$ cat config.mk
export PLATFORM = sky130hd
export DESIGN_NAME = qdec_qp_fsm_flat
export DESIGN_NICKNAME = d
export VERILOG_FILES = /design/src/rtl/qdec_qp_fsm_if.sv /design/src/rtl/qdec_qp_fsm.sv /design/src/flat_wrapper.sv
export SDC_FILE = /design/constraint.sdc
export NUM_CORES = 1
export LEC_CHECK = 0
export ABC_AREA = 1
export BUFFER_PORTS_ARGS = -buffer_cell sky130_fd_sc_hd__clkbuf_2
export CORE_UTILIZATION = 45
export CTS_BUF_LIST = sky130_fd_sc_hd__clkbuf_16
export DETAILED_ROUTE_END_ITERATION = 10
export GPL_TIMING_DRIVEN = 1
export PLACE_DENSITY = 0.65
export SLEW_MARGIN = 20
export SYNTH_ARGS = -nofsm -noshare
export SYNTH_HDL_FRONTEND = slang
export SYNTH_SLANG_ARGS = --single-unit
export TNS_END_PERCENT = 10
$ cat constraint.sdc
create_clock -name clk -period 3.26 [get_ports clk]
set_input_delay 0.652 -clock clk [delete_from_list [all_inputs] [get_ports clk]]
set_output_delay 0.652 -clock clk [all_outputs]
set_load 0.005 [all_outputs]
$ cat src/rtl/qdec_qp_fsm_if.sv
// Bin request/response channel between a syntax sub-FSM (master) and the shared
// CABAC arithmetic decoder (slave).
interface qdec_qp_fsm_if #(
    parameter int CTX_AW = 10
) ();
    logic [CTX_AW-1:0] ctx_addr;
    logic              dec_run;
    logic              EPMode;
    logic              dec_rdy;
    logic              ruiBin;
    logic              ruiBin_vld;

    modport master (
        output ctx_addr, dec_run, EPMode,
        input  dec_rdy, ruiBin, ruiBin_vld
    );

    modport slave (
        input  ctx_addr, dec_run, EPMode,
        output dec_rdy, ruiBin, ruiBin_vld
    );
endinterface

$ cat src/rtl/qdec_qp_fsm.sv
// CU-level QP syntax decoder: cu_qp_delta_abs/sign (TR + EG0) and, when built with
// QDEC_CHROMA_QP_OFFSET_EN, cu_chroma_qp_offset_flag/idx.
module qdec_qp_fsm #(
    parameter int CTX_AW        = 10,
    parameter int CTX_DQP       = 0,
    parameter int CTX_CQP_FLAG  = 2,
    parameter int CTX_CQP_IDX   = 3,
    parameter int EG_MAX_PREFIX = 6,
    parameter int DQP_W         = 8
) (
    input  logic             clk,
    input  logic             rst_n,
    input  logic             qp_start,
    input  logic             dqp_en,
    input  logic             cqp_en,
    input  logic [2:0]       cqp_len_m1,
    qdec_qp_fsm_if.master    bus,
    output logic [DQP_W-1:0] cu_qp_delta_val,
    output logic             cu_chroma_qp_offset_flag,
    output logic [2:0]       cu_chroma_qp_offset_idx,
    output logic             qp_err,
    output logic             qp_done_intr
);
    localparam int NW = $clog2(EG_MAX_PREFIX + 1);

    typedef enum logic [2:0] {
        IDLE     = 3'd0,
        DQP_PFX  = 3'd1,
        DQP_EGP  = 3'd2,
        DQP_EGS  = 3'd3,
        DQP_SIGN = 3'd4,
`ifdef QDEC_CHROMA_QP_OFFSET_EN
        CQP_FLAG = 3'd5,
        CQP_IDX  = 3'd6,
`endif
        DONE     = 3'd7
    } state_t;

    state_t            state;
    logic              pending;
    logic [2:0]        prefix;
    logic [NW-1:0]     n;
    logic [NW-1:0]     k;
    logic [DQP_W-1:0]  abs_val;
    state_t            chroma_exit;
    state_t            start_next;
    logic [CTX_AW-1:0] req_ctx;
    logic              req_ep;

`ifdef QDEC_CHROMA_QP_OFFSET_EN
    logic       cqp_en_r;
    logic [2:0] cqp_len_r;

    assign chroma_exit = cqp_en_r ? CQP_FLAG : DONE;
    assign start_next  = dqp_en ? DQP_PFX : (cqp_en ? CQP_FLAG : DONE);
`else
    logic unused_cqp;

    assign unused_cqp               = ^{cqp_en, cqp_len_m1};
    assign chroma_exit              = DONE;
    assign start_next               = dqp_en ? DQP_PFX : DONE;
    assign cu_chroma_qp_offset_flag = 1'b0;
    assign cu_chroma_qp_offset_idx  = 3'd0;
`endif

    // Bypass bins carry no context; ctx_addr reads 0 for them.
    always_comb begin
        req_ep  = 1'b1;
        req_ctx = '0;
        case (state)
            DQP_PFX: begin
                req_ep  = 1'b0;
                req_ctx = (prefix == 3'd0) ? CTX_AW'(CTX_DQP) : CTX_AW'(CTX_DQP + 1);
            end
`ifdef QDEC_CHROMA_QP_OFFSET_EN
            CQP_FLAG: begin
                req_ep  = 1'b0;
                req_ctx = CTX_AW'(CTX_CQP_FLAG);
            end
            CQP_IDX: begin
                req_ep  = 1'b0;
                req_ctx = CTX_AW'(CTX_CQP_IDX);
            end
`endif
            default: ;
        endcase
    end

    always_ff @(posedge clk) begin
        if (!rst_n) begin
            state           <= IDLE;
            pending         <= 1'b0;
            prefix          <= 3'd0;
            n               <= '0;
            k               <= '0;
            abs_val         <= '0;
            bus.dec_run     <= 1'b0;
            bus.ctx_addr    <= '0;
            bus.EPMode      <= 1'b0;
            cu_qp_delta_val <= '0;
            qp_err          <= 1'b0;
            qp_done_intr    <= 1'b0;
`ifdef QDEC_CHROMA_QP_OFFSET_EN
            cqp_en_r                 <= 1'b0;
            cqp_len_r                <= 3'd0;
            cu_chroma_qp_offset_flag <= 1'b0;
            cu_chroma_qp_offset_idx  <= 3'd0;
`endif
        end else begin
            bus.dec_run  <= 1'b0;
            qp_done_intr <= 1'b0;
            if (state == IDLE) begin
                if (qp_start) begin
                    state           <= start_next;
                    pending         <= 1'b0;
                    prefix          <= 3'd0;
                    n               <= '0;
                    k               <= '0;
                    abs_val         <= '0;
                    cu_qp_delta_val <= '0;
                    qp_err          <= 1'b0;
`ifdef QDEC_CHROMA_QP_OFFSET_EN
                    cqp_en_r                 <= cqp_en;
                    cqp_len_r                <= cqp_len_m1;
                    cu_chroma_qp_offset_flag <= 1'b0;
                    cu_chroma_qp_offset_idx  <= 3'd0;
`endif
                end
            end else if (state == DONE) begin
                qp_done_intr <= 1'b1;
                state        <= IDLE;
            end else if (!pending) begin
                if (bus.dec_rdy) begin
                    bus.dec_run  <= 1'b1;
                    bus.ctx_addr <= req_ctx;
                    bus.EPMode   <= req_ep;
                    pending      <= 1'b1;
                end
            end else if (bus.ruiBin_vld) begin
                pending <= 1'b0;
                case (state)
                    DQP_PFX: begin
                        if (bus.ruiBin) begin
                            prefix <= prefix + 3'd1;
                            if (prefix == 3'd4) state <= DQP_EGP;
                        end else if (prefix != 3'd0) begin
                            abs_val <= DQP_W'(prefix);
                            state   <= DQP_SIGN;
                        end else begin
                            state <= chroma_exit;
                        end
                    end
                    DQP_EGP: begin
                        if (bus.ruiBin) begin
                            n <= n + NW'(1);
                            if (n == NW'(EG_MAX_PREFIX - 1)) begin
                                qp_err <= 1'b1;
                                state  <= DONE;
                            end
                        end else begin
                            // 5 + (1<<n) - 1, suffix bits are added in DQP_EGS
                            abs_val <= DQP_W'(4) + (DQP_W'(1) << n);
                            k       <= '0;
                            state   <= (n == '0) ? DQP_SIGN : DQP_EGS;
                        end
                    end
                    DQP_EGS: begin
                        abs_val <= abs_val + (DQP_W'(bus.ruiBin) << (n - k - NW'(1)));
                        k       <= k + NW'(1);
                        if (k == n - NW'(1)) state <= DQP_SIGN;
                    end
                    DQP_SIGN: begin
                        cu_qp_delta_val <= bus.ruiBin ? (DQP_W'(0) - abs_val) : abs_val;
                        state           <= chroma_exit;
                    end
`ifdef QDEC_CHROMA_QP_OFFSET_EN
                    CQP_FLAG: begin
                        cu_chroma_qp_offset_flag <= bus.ruiBin;
                        state <= (bus.ruiBin && cqp_len_r != 3'd0) ? CQP_IDX : DONE;
                    end
                    CQP_IDX: begin
                        if (bus.ruiBin) begin
                            cu_chroma_qp_offset_idx <= cu_chroma_qp_offset_idx + 3'd1;
                            if (cu_chroma_qp_offset_idx + 3'd1 == cqp_len_r) state <= DONE;
                        end else begin
                            state <= DONE;
                        end
                    end
`endif
                    default: state <= IDLE;
                endcase
            end
        end
    end
endmodule

$ cat src/flat_wrapper.sv
// flat-port wrapper written by rule: the top's interface ports become plain ports
module qdec_qp_fsm_flat 
#(
    parameter int CTX_AW        = 10,
    parameter int CTX_DQP       = 0,
    parameter int CTX_CQP_FLAG  = 2,
    parameter int CTX_CQP_IDX   = 3,
    parameter int EG_MAX_PREFIX = 6,
    parameter int DQP_W         = 8
)
  (clk, rst_n, qp_start, dqp_en, cqp_en, cqp_len_m1, cu_qp_delta_val, cu_chroma_qp_offset_flag, cu_chroma_qp_offset_idx, qp_err, qp_done_intr, bus_ctx_addr, bus_dec_run, bus_EPMode, bus_dec_rdy, bus_ruiBin, bus_ruiBin_vld);
  qdec_qp_fsm_if #(.CTX_AW(CTX_AW)) bus_i ();
  input  logic clk;
  input  logic rst_n;
  input  logic qp_start;
  input  logic dqp_en;
  input  logic cqp_en;
  input  logic [2:0] cqp_len_m1;
  output logic [DQP_W-1:0] cu_qp_delta_val;
  output logic cu_chroma_qp_offset_flag;
  output logic [2:0] cu_chroma_qp_offset_idx;
  output logic qp_err;
  output logic qp_done_intr;
  output wire logic [$bits(bus_i.ctx_addr)-1:0] bus_ctx_addr;
  output wire logic [$bits(bus_i.dec_run)-1:0] bus_dec_run;
  output wire logic [$bits(bus_i.EPMode)-1:0] bus_EPMode;
  input wire logic [$bits(bus_i.dec_rdy)-1:0] bus_dec_rdy;
  input wire logic [$bits(bus_i.ruiBin)-1:0] bus_ruiBin;
  input wire logic [$bits(bus_i.ruiBin_vld)-1:0] bus_ruiBin_vld;
  assign bus_ctx_addr = bus_i.ctx_addr;
  assign bus_dec_run = bus_i.dec_run;
  assign bus_EPMode = bus_i.EPMode;
  assign bus_i.dec_rdy = bus_dec_rdy;
  assign bus_i.ruiBin = bus_ruiBin;
  assign bus_i.ruiBin_vld = bus_ruiBin_vld;
  qdec_qp_fsm #(.CTX_AW(CTX_AW), .CTX_DQP(CTX_DQP), .CTX_CQP_FLAG(CTX_CQP_FLAG), .CTX_CQP_IDX(CTX_CQP_IDX), .EG_MAX_PREFIX(EG_MAX_PREFIX), .DQP_W(DQP_W)) u_core (.clk(clk), .rst_n(rst_n), .qp_start(qp_start), .dqp_en(dqp_en), .cqp_en(cqp_en), .cqp_len_m1(cqp_len_m1), .bus(bus_i), .cu_qp_delta_val(cu_qp_delta_val), .cu_chroma_qp_offset_flag(cu_chroma_qp_offset_flag), .cu_chroma_qp_offset_idx(cu_chroma_qp_offset_idx), .qp_err(qp_err), .qp_done_intr(qp_done_intr));
endmodule
==> flow_summary.yaml, run 1 <==
power:
  pwr-share-clk_pct: 17.6
  power.leakage_nw: 1.323
  pwr-share-comb_pct: 57.7
  switchingPower_mw: 1.238
  pwr-share-seq_pct: 24.7
  peakVddDrop_mv: 0.5228
  power.internal_mw: 1.261
  powerDensity_nw_per_um2: 914.5
  p_sw_share_pct: 49.53
floorplan:
  die_area_um2: 5815
  core_um2: 5205
  start_util_pct: 47.67
  die_y_um: 76.26
  rows: 26
  io_pins: 37
  die_width_um: 76.26
setup_path:
  crit_fanout: 6
  crit_type: "register to register"
  crit_buf_inv: 2
  cp_slowest_cell: "fa_1"
  crit_chain: "ha_1 -> inv_1 -> fa_1 -> inv_1 -> nand3_1 -> nand2_1 -> nor2_1 -> ha_1 -> fa_1 -> nand4_1 -> o211ai_1 -> nand2_1 -> nand2_1 -> o21ai_0 -> nand2_1 -> a21oi_1"
  crit_arrival_ns: 3.07
  cp_slowest_stage_delay_ns: 0.44
  critPathRequiredTime_ns: 3.45
  startpoint_type: "register"
  cp_top_family: "adder cells"
  cp-end-kind: "register"
  cp_common_cell: "nand2_1"
layout:
  final_area_um2: 2733
  layout-drive-gt1-share_pct: 10.94
  final_nets: 426
  area_growth_syn_to_layout_pct: 10.14
  n_antenna_cell: 0
grt:
  antenna_found_initial: 0
  grt_start_max_net_pins: 18
  grt_pass1_wl_um: 9342
  grt_overflow: 0
  grt_pass1_vias: 2096
  track_usage_pct: 19.99
sta:
  skew_ns: 0.004397
  setup_viol: 0
  hold_viol: 0
  drv_slew: 0
  max_freq_mhz: 347.4
  whs_ns: 0.4542
  fin_crit_sh_pct: 88.31
  tns_ns: 0
  min_period_ns: 2.879
  rsz0062_at_grt: "no"
placement:
  dpl_cell_area_um2: 2595
  portBuffers: 19
  hpwlAfterDp_um: 4288
  gp_congestion: 0.8289
yosys:
  synth_area_um2: 2481
  ys_seq_area_share_pct: 27.43
  ys.warnings.count: 0
  synth_area_per_cell_um2: 6.688
  ys_seq_elements: 34
  synth_cell_type_count: 36
  syn_inst: 371
route:
  drt_pass1_iterations: 4
  routed.top_layer: "met4"
  ant_nets: 0
  wl_met1_um: 2666
  finalWirelength_um: 5415
  wl_met3_um: 235
  drc: 0
  wl_per_cell_um: 11.70
  drt_iter0_drc: 150
  num_vias: 2362
  via_per_inst: 5.102
  met2_length_um: 2470
min_path:
  holdCritPathClass: "register to register"
clock_tree:
  cts_root_buffer: "clkbuf_16"
  ctsHoldBuffers: 0
  post_cts_resized: 0
  numCtsBuffers: 5
  cts.sinks: 34
  cts_tree: "done"
  clockBufferDepth: 2
  h-tree-depth: 2
  cts_setup_buffers: 0
  path_clk_slew_ns: 0.05
  insertion_delay_ns: 0.27
outcome:
  status: "finished, final reports clean"
flow_run:
  drv_cap: 0
cells in the final DEF (no fill, tap or decap), drive strengths merged:
cell,instances
a211oi,2
a21oi,35
a22oi,1
a31o,1
a31oi,1
clkbuf,24
clkinv,3
conb,13
dfxtp,34
fa,2
ha,21
inv,55
nand2,79
nand3,29
nand3b,1
nand4,4
nor2,39
nor3,7
nor4,1
o2111ai,2
o211ai,5
o21ai,27
o22ai,2
or2,1
xnor2,1
xor2,3
kinds of logic (layout without fill, tap and decap cells):
logic type | after synthesis | count (layout) | share of synthesized area, %
and+or+nand+nor | 161 | 161 | 28.84
AOI/OAI and AO/OA | 76 | 76 | 17.05
buffers and inverters | 72 | 82 | 12.91
DFF | 34 | 34 | 27.43
adders and majority gates | 23 | 23 | 12.20
xor gates and xnor gates | 4 | 4 | 1.412
other | 1 | 13 | 0.1511
tightest hold or removal path: cells and delay by family (launching register included):
kind	cells	cell delay, ns
flip-flops	1	0.31
buffers and inverters	1	0.05
AO/OA/AOI/OAI	1	0.05
path summary, 6_finish.rpt:
check,start,to,slack (ns),depth (start not counted)
min,u_core.bus.EPMode,u_core.bus.EPMode,0.45,2
max reg2reg,u_core.n[0],u_core.abs_val[6],0.38,16
min reg2reg,u_core.bus.EPMode,u_core.bus.EPMode,0.45,2
max,u_core.n[0],u_core.abs_val[6],0.38,16
routing by layer:
| metal | vias up | GRT usage, % |
|---|---|---|
| met1 | 1051 | 26.85 |
| met2 | 57 | 32.88 |
| li1 | 1247 | - |
| met3 | 7 | 3.234 |
| met4 | 0 | 5.769 |
| met5 | - | 0 |
power groups by stage:
stage | logic, mW | registers (mW) | clock network (mW)
after floorplan | 1.14 | 0.603 | 0
after global placement | 1.42 | 0.618 | 0
after detailed placement | 1.44 | 0.623 | 0
after CTS | 1.45 | 0.614 | 0.446
after global routing | 1.67 | 0.631 | 0.469
final | 1.44 | 0.617 | 0.440
cells in the mapped netlist:
| cell type | number | area, µm² |
|---|---|---|
| xnor2_1 | 1 | 8.760 |
| nand3_4 | 1 | 17.52 |
| o21ai_1 | 2 | 10.01 |
| nor2_2 | 3 | 18.77 |
| nor2_1 | 34 | 127.6 |
| nand4_1 | 4 | 25.02 |
| o21ai_2 | 2 | 17.52 |
| a21oi_1 | 35 | 175.2 |
| dfxtp_1 | 34 | 680.7 |
| nand2_1 | 76 | 285.3 |
| clkbuf_1 | 3 | 11.26 |
| buf_2 | 1 | 5.000 |
| o2111ai_1 | 2 | 17.52 |
| ha_1 | 21 | 262.8 |
| nand2_4 | 1 | 11.26 |
| or2_2 | 1 | 6.260 |
| nand3b_1 | 1 | 7.510 |
| nor3_1 | 7 | 35.03 |
| conb_1 | 1 | 3.750 |
| nor4_1 | 1 | 6.260 |
| clkinv_1 | 1 | 3.750 |
| inv_1 | 49 | 183.9 |
| o21ai_0 | 23 | 115.1 |
| a22oi_1 | 1 | 7.510 |
| a211oi_1 | 2 | 15.01 |
| fa_1 | 2 | 40.04 |
| nor2_4 | 2 | 22.52 |
| xor2_1 | 3 | 26.28 |
| buf_4 | 13 | 97.59 |
| nand2_2 | 2 | 12.51 |
| o22ai_1 | 2 | 12.51 |
| inv_2 | 5 | 18.77 |
| a31oi_1 | 1 | 6.260 |
| nand3_1 | 28 | 140.1 |
| o211ai_1 | 5 | 37.54 |
| a31o_2 | 1 | 8.760 |
through the flow:
stage | total power [mW] | setup slack [ns] | utilization (%) | instances
after global placement | 2.037 | 0.4539 | 49.86 | 455
after CTS | 2.508 | 0.3768 | 52.50 | 463
final | 2.499 | 0.3812 | 52.50 | 463
after detailed placement | 2.064 | 0.4014 | 49.86 | 455
after global routing | 2.766 | 0.1380 | 52.50 | 463
after floorplan | 1.748 | 0.7055 | - | 383
area by class of cell:
| type | instances | area [µm²] |
|---|---|---|
| Sequential cell | 34 | 680.7 |
| Clock inverter | 3 | 12.51 |
| Tap cell | 70 | 87.58 |
| Inverter | 55 | 206.4 |
| Timing Repair Buffer | 19 | 95.09 |
| Clock buffer | 5 | 125.1 |
| Fill cell | 533 | 2472 |
| Multi-Input combinational cell | 277 | 1525 |
state kept, by name (all words and copies together) (netlist names):
register                flops
u_core.qp_done_intr         1
u_core.k                    3
u_core.bus.dec_run          1
u_core.bus.EPMode           1
u_core.qp_err               1
u_core.bus.ctx_addr         1
u_core.n                    3
u_core.cu_qp_delta_val      8
u_core.prefix               3
u_core.abs_val              8
u_core.pending              1
u_core.state                3
Power figures use the tool's default switching activity.
==> run 2, diff against run 1 <==
--- a/config.mk
+++ b/config.mk
@@ -12,6 +12,7 @@
 export DETAILED_ROUTE_END_ITERATION = 10
 export GPL_TIMING_DRIVEN = 1
 export PLACE_DENSITY = 0.65
+export RECOVER_POWER = 50
 export SLEW_MARGIN = 20
 export SYNTH_ARGS = -nofsm -noshare
 export SYNTH_HDL_FRONTEND = slang
==> run 2 against run 1 <==
  * Via count down 0.17%
  * Clock skew is 0.00082 ns lower
  * Total power down 0.50%
  * Flip-flop and latch count stayed put
  * Sequential power about the same
  * Highest routed layer unchanged
  * Critical endpoint unchanged
  * Clock power barely moved
==> flow_summary.yaml, run 2 (synthesis results as in run 1) <==
route:
  drt_pass1_iterations: 7
  wl_met3_um: 261
  via_per_inst: 5.093
  met2_length_um: 2443
  ant_nets: 0
  wl_per_cell_um: 11.75
  finalWirelength_um: 5439
  drt_iter0_drc: 143
  wl_met1_um: 2685
  num_vias: 2358
  routed.top_layer: "met4"
  drc: 0
floorplan:
  die_width_um: 76.26
  rows: 26
  die_y_um: 76.26
  die_area_um2: 5815
  start_util_pct: 47.67
  core_um2: 5205
  io_pins: 37
grt:
  grt_pass1_wl_um: 9342
  grt_pass1_vias: 2096
  antenna_found_initial: 0
  track_usage_pct: 19.99
  grt_start_max_net_pins: 18
  grt_overflow: 0
layout:
  instances_no_fill: 463
  final_nets: 426
  final_cell_mix: "nand2_1 (77), inv_1 (50), nor2_1 (36), a21oi_1 (35), dfxtp_1 (34)"
  area_growth_syn_to_layout_pct: 9.582
  utilization_pct: 52.24
  layout-drive-gt1-share_pct: 8.906
  top_regs: "u_core.abs_val x8, u_core.cu_qp_delta_val x8"
  layout.cells.most_common: "nand2_1"
  n_antenna_cell: 0
power:
  powerDensity_nw_per_um2: 914.5
  peakVddDrop_mv: 0.5245
  power.leakage_nw: 1.306
sta:
  drv_slew: 0
  max_freq_mhz: 347.3
  fin_crit_sh_pct: 88.31
  rsz0062_at_grt: "no"
  tns_ns: 0
  hold_viol: 0
  setup_viol: 0
  skew_ns: 0.003579
  worst_slew_pin_slew_ns: 0.5124
  min_period_ns: 2.879
  relSlewSlack_pct: 65.76
placement:
  dp_cells: 455
  hpwlAfterDp_um: 4288
  gp_congestion: 0.8289
  portBuffers: 19
clock_tree:
  ctsHoldBuffers: 0
  path_clk_slew_ns: 0.05
  cts_tree: "done"
  numCtsBuffers: 5
  cts_setup_buffers: 0
  cts.sinks: 34
  post_cts_resized: 0
  h-tree-depth: 2
  cts_root_buffer: "clkbuf_16"
  insertion_delay_ns: 0.27
  clockBufferDepth: 2
setup_path:
  crit_type: "register to register"
  crit_fanout: 6
  critPathRequiredTime_ns: 3.45
  startpoint_type: "register"
  cp-end-kind: "register"
  reg2reg_depth: 16
  crit_arrival_ns: 3.07
outcome:
  status: "finished, final reports clean"
min_path:
  hold_path_depth: 2
  holdCritPathClass: "register to register"
flow_run:
  drv_cap: 0
run 2: cell types whose count changed in the layout (fill, tap and decap cells not counted), sizes merged:
| cell | previous run | this run |
|---|---|---|
| buf | 0 | 1 |
| clkbuf | 24 | 23 |
run 2: through the flow:
stage | area, µm² | setup slack (ns) | total power, mW | hold WS, ns
after global routing | 2719 | 0.1374 | 2.751 | 0.4836
after floorplan | 2526 | 0.7055 | 1.748 | 0.4378
after global placement | 2595 | 0.4539 | 2.037 | 0.4332
final | 2719 | 0.3810 | 2.486 | 0.4544
after CTS | 2733 | 0.3768 | 2.508 | 0.4560
after detailed placement | 2595 | 0.4014 | 2.064 | 0.4474
run 2: cell type report:
cell class / instances / area (µm²)
multi-input combinational: 277 / 1518
tap: 70 / 87.58
timing repair buffer: 19 / 88.84
sequential: 34 / 680.7
clock buffer: 5 / 125.1
clock inverter: 3 / 12.51
fill: 541 / 2486
inverter: 55 / 206.4
run 2: where the power goes:
group,internal (mW),switching [mW],total [mW],leakage [nW]
combinational,0.463,0.968,1.43,0.957
sequential,0.515,0.0988,0.614,0.277
clock,0.276,0.165,0.441,0.0724
run 2: worst max-delay path, cell delays in order (launching register included):
cell and delay [ns]:
dfxtp_1 0.43, ha_1 0.18, inv_1 0.04, fa_1 0.41, inv_1 0.09, nand3_1 0.07
nand2_1 0.17, nor2_1 0.08, ha_1 0.21, fa_1 0.44, nand4_1 0.12, o211ai_1 0.11
nand2_1 0.07, nand2_1 0.04, o21ai_0 0.16, nand2_1 0.07, a21oi_1 0.11
run 2: metal layers:
metal,up-vias,GRT usage [%]
li1,1247,-
met1,1041,26.85
met2,63,32.88
met3,7,3.234
met4,0,5.769
met5,-,0
run 2: worst paths after layout:
| kind | from | end | slack, ns |
|---|---|---|---|
| setup / recovery | u_core.n[0] | u_core.abs_val[6] | 0.38 |
| hold / removal | u_core.bus.EPMode | u_core.bus.EPMode | 0.45 |
| setup reg to reg | u_core.n[0] | u_core.abs_val[6] | 0.38 |
| hold reg to reg | u_core.bus.EPMode | u_core.bus.EPMode | 0.45 |
==> run 3, diff against run 2 <==
--- a/config.mk
+++ b/config.mk
@@ -5,10 +5,9 @@
 export SDC_FILE = /design/constraint.sdc
 export NUM_CORES = 1
 export LEC_CHECK = 0
-export ABC_AREA = 1
 export BUFFER_PORTS_ARGS = -buffer_cell sky130_fd_sc_hd__clkbuf_2
 export CORE_UTILIZATION = 45
-export CTS_BUF_LIST = sky130_fd_sc_hd__clkbuf_16
+export CTS_BUF_LIST = sky130_fd_sc_hd__clkbuf_4 sky130_fd_sc_hd__clkbuf_8 sky130_fd_sc_hd__clkbuf_16
 export DETAILED_ROUTE_END_ITERATION = 10
 export GPL_TIMING_DRIVEN = 1
 export PLACE_DENSITY = 0.65
==> run 3 against run 2 <==
  * Register-to-register slack got worse by 0.27 ns
  * Setup slack got worse by 0.27 ns
  * Clock skew increased by 0.0026 ns
  * Cell count decreased by 6.9%
  * Hold slack got worse by 0.00090 ns
  * Wire length increased by 8.6%
  * Non-clock buffer count increased by 14
  * Largest power group unchanged
  * Flip-flop and latch count unchanged
  * Largest cell class unchanged
  * Total power decreased by 8.7%
  * Highest routed layer unchanged
  * Clock power decreased by 10%
==> flow_summary.yaml, run 3 <==
clock_tree:
  cts.sinks: 34
  path_clk_slew_ns: 0.07
  numCtsBuffers: 5
  ctsHoldBuffers: 0
  cts_tree: "done"
  h-tree-depth: 2
  clockBufferDepth: 2
  cts_root_buffer: "clkbuf_8"
  insertion_delay_ns: 0.29
floorplan:
  die_area_um2: 6009
  die_width_um: 77.52
  io_pins: 37
  core_um2: 5507
  die_y_um: 77.52
  start_util_pct: 46.60
  rows: 27
route:
  ant_nets: 0
  drc: 0
  drt_pass1_iterations: 5
  wl_per_cell_um: 13.71
  drt_iter0_drc: 181
  finalWirelength_um: 5908
  via_per_inst: 5.462
  num_vias: 2354
power:
  pwr-share-clk_pct: 17.5
  power.total_mw: 2.271
  powerDensity_nw_per_um2: 786.4
  pwr-share-comb_pct: 57.9
  power.internal_mw: 1.231
  power.leakage_nw: 1.208
  peakVddDrop_mv: 0.3607
  p_sw_share_pct: 45.81
  pwr-share-seq_pct: 24.6
  switchingPower_mw: 1.040
yosys:
  synth_top_area_share_pct: 26.52
  syn_inst: 335
  synth_area_per_cell_um2: 7.660
  ys_seq_elements: 34
  synth-edff-count: 0
  synth_area_um2: 2566
  netlist_top_cells_count: "nand2_1 (48), dfxtp_1 (34), a21oi_1 (32)"
  synth_cell_type_count: 50
  ys_seq_area_share_pct: 26.52
  ys.warnings.count: 0
  ys_top_cells_by_area: "dfxtp_1 (27%), ha_1 (10%), nand2_1 (7.0%), a21oi_1 (6.2%), xnor2_1 (4.8%)"
  synth_most_common_cell: "nand2_1"
  synth.largest_area_cell: "dfxtp_1"
  async_flop_share_pct: 0
  ys.flop_type: "dfxtp_1"
layout:
  final_cell_mix: "nand2_1 (48), dfxtp_1 (33), a21oi_1 (30), nor2_1 (27), ha_1 (20)"
  multi_input_area_um2: 1765
  layout.cells.most_common: "nand2_1"
  area.sequential_um2: 681.9
  area_growth_syn_to_layout_pct: 12.53
  top_regs: "u_core.abs_val x8, u_core.cu_qp_delta_val x8"
  fill_cells: 542
  n_antenna_cell: 0
  layout-drive-gt1-share_pct: 16.16
  utilization_pct: 52.44
  final_nets: 393
setup_path:
  startpoint_type: "register"
  crit_arrival_ns: 3.38
  critPathRequiredTime_ns: 3.49
  cp_slowest_stage_delay_ns: 0.47
  crit_type: "register to register"
  cp_common_cell: "inv_2"
  reg2reg_depth: 15
  crit_chain: "inv_2 -> ha_2 -> inv_2 -> fa_2 -> xnor2_4 -> xnor2_2 -> nand2_1 -> nor2_2 -> ha_1 -> and2_4 -> a221oi_2 -> a21o_1 -> a21oi_2 -> or4b_1 -> nand3_1"
  cp_slowest_cell: "or4b_1"
  crit_fanout: 3
  cp-end-kind: "register"
sta:
  hold_viol: 0
  skew_ns: 0.006191
  min_period_ns: 3.148
  drv_slew: 0
  rsz0062_at_grt: "yes"
  fin_crit_sh_pct: 96.57
  setup_viol: 0
  setup_ws_ns: 0.1117
  worst_slew_pin_slew_ns: 1.161
  max_freq_mhz: 317.6
  relSlewSlack_pct: 22.61
min_path:
  holdCritPathClass: "register to register"
  hold_path_depth: 2
grt:
  antenna_found_initial: 0
  grt_overflow: 0
  grt_pass1_vias: 2101
  grt_start_max_net_pins: 31
  track_usage_pct: 20.31
  grt_pass1_wl_um: 9680
placement:
  gp_congestion: 0.8847
  portBuffers: 19
  pre_cts_slack_ns: -0.05404
  hpwlAfterDp_um: 4444
outcome:
  status: "finished, final reports clean"
flow_run:
  drv_cap: 0
[run 3: power groups by stage]
stage               logic [mW]  registers, mW  clock network (mW)
floorplan                0.964          0.553                   0
CTS                       1.27          0.559               0.406
finish                    1.31          0.560               0.397
global placement          1.23          0.565                   0
detailed placement        1.24          0.569                   0
global route              1.47          0.572               0.424
[run 3: area by class of cell]
class / count / area share, %
Clock inverter: 1 / 1.040
Tap cell: 72 / 3.120
Sequential cell: 34 / 23.61
Multi-Input combinational cell: 272 / 61.14
Clock buffer: 6 / 2.860
Timing Repair Buffer: 33 / 6.542
Inverter: 13 / 1.690
[run 3: metrics by stage]
step | hold WS [ns] | setup TNS (ns) | area, µm² | cells
after floorplan | 0.4483 | 0 | 2611 | 347
after global placement | 0.4383 | 0 | 2693 | 421
after detailed placement | 0.4472 | -0.05404 | 2693 | 421
after CTS | 0.4560 | 0 | 2841 | 429
after global routing | 0.4764 | -0.03219 | 2888 | 431
final | 0.4535 | 0 | 2888 | 431
[run 3: routing by layer]
metal | part of all wire (%) | vias to the layer above | track usage [%]
met5 | 0 | - | 0
met4 | 0.15 | 0 | 3.774
met3 | 6.0 | 4 | 5.176
met2 | 47 | 86 | 33.36
met1 | 47 | 1072 | 26.89
li1 | - | 1192 | -
[run 3: repair_timing]
action                                  in CTS  in global routing
endpoints found under the setup margin       1                  3
hold endpoints to repair                     0                  0
gates cloned                                 0                  0
buffers inserted                             1                  2
pin swaps                                    2                 11
resized for setup                            5                 13
[run 3: critical path: cells and delay by family, from the launching register on]
| kind | cells | cell delay (ns) |
|---|---|---|
| AOI/OAI and AO/OA | 3 | 0.50 |
| xor gates and xnor gates | 2 | 0.38 |
| adders and majority gates | 3 | 0.84 |
| buffers and inverters | 2 | 0.10 |
| DFF | 1 | 0.34 |
| and+or+nand+nor | 5 | 0.94 |
[run 3: logic make-up after synthesis]
group,Yosys count,synth area share [%]
and+or+nand+nor,132,23.94
AOI/OAI and AO/OA,80,19.60
buffers and inverters,41,9.166
DFF,34,26.52
adders and majority gates,23,11.80
xor gates and xnor gates,18,6.436
muxes,6,2.389
other,1,0.1461
[run 3: worst paths after layout]
| path | from | endpoint | slack (ns) |
|---|---|---|---|
| max | u_core.k[0] | u_core.abs_val[7] | 0.11 |
| min | u_core.cu_qp_delta_val[1] | u_core.cu_qp_delta_val[1] | 0.45 |
| max reg2reg | u_core.k[0] | u_core.abs_val[7] | 0.11 |
| min reg2reg | u_core.cu_qp_delta_val[1] | u_core.cu_qp_delta_val[1] | 0.45 |
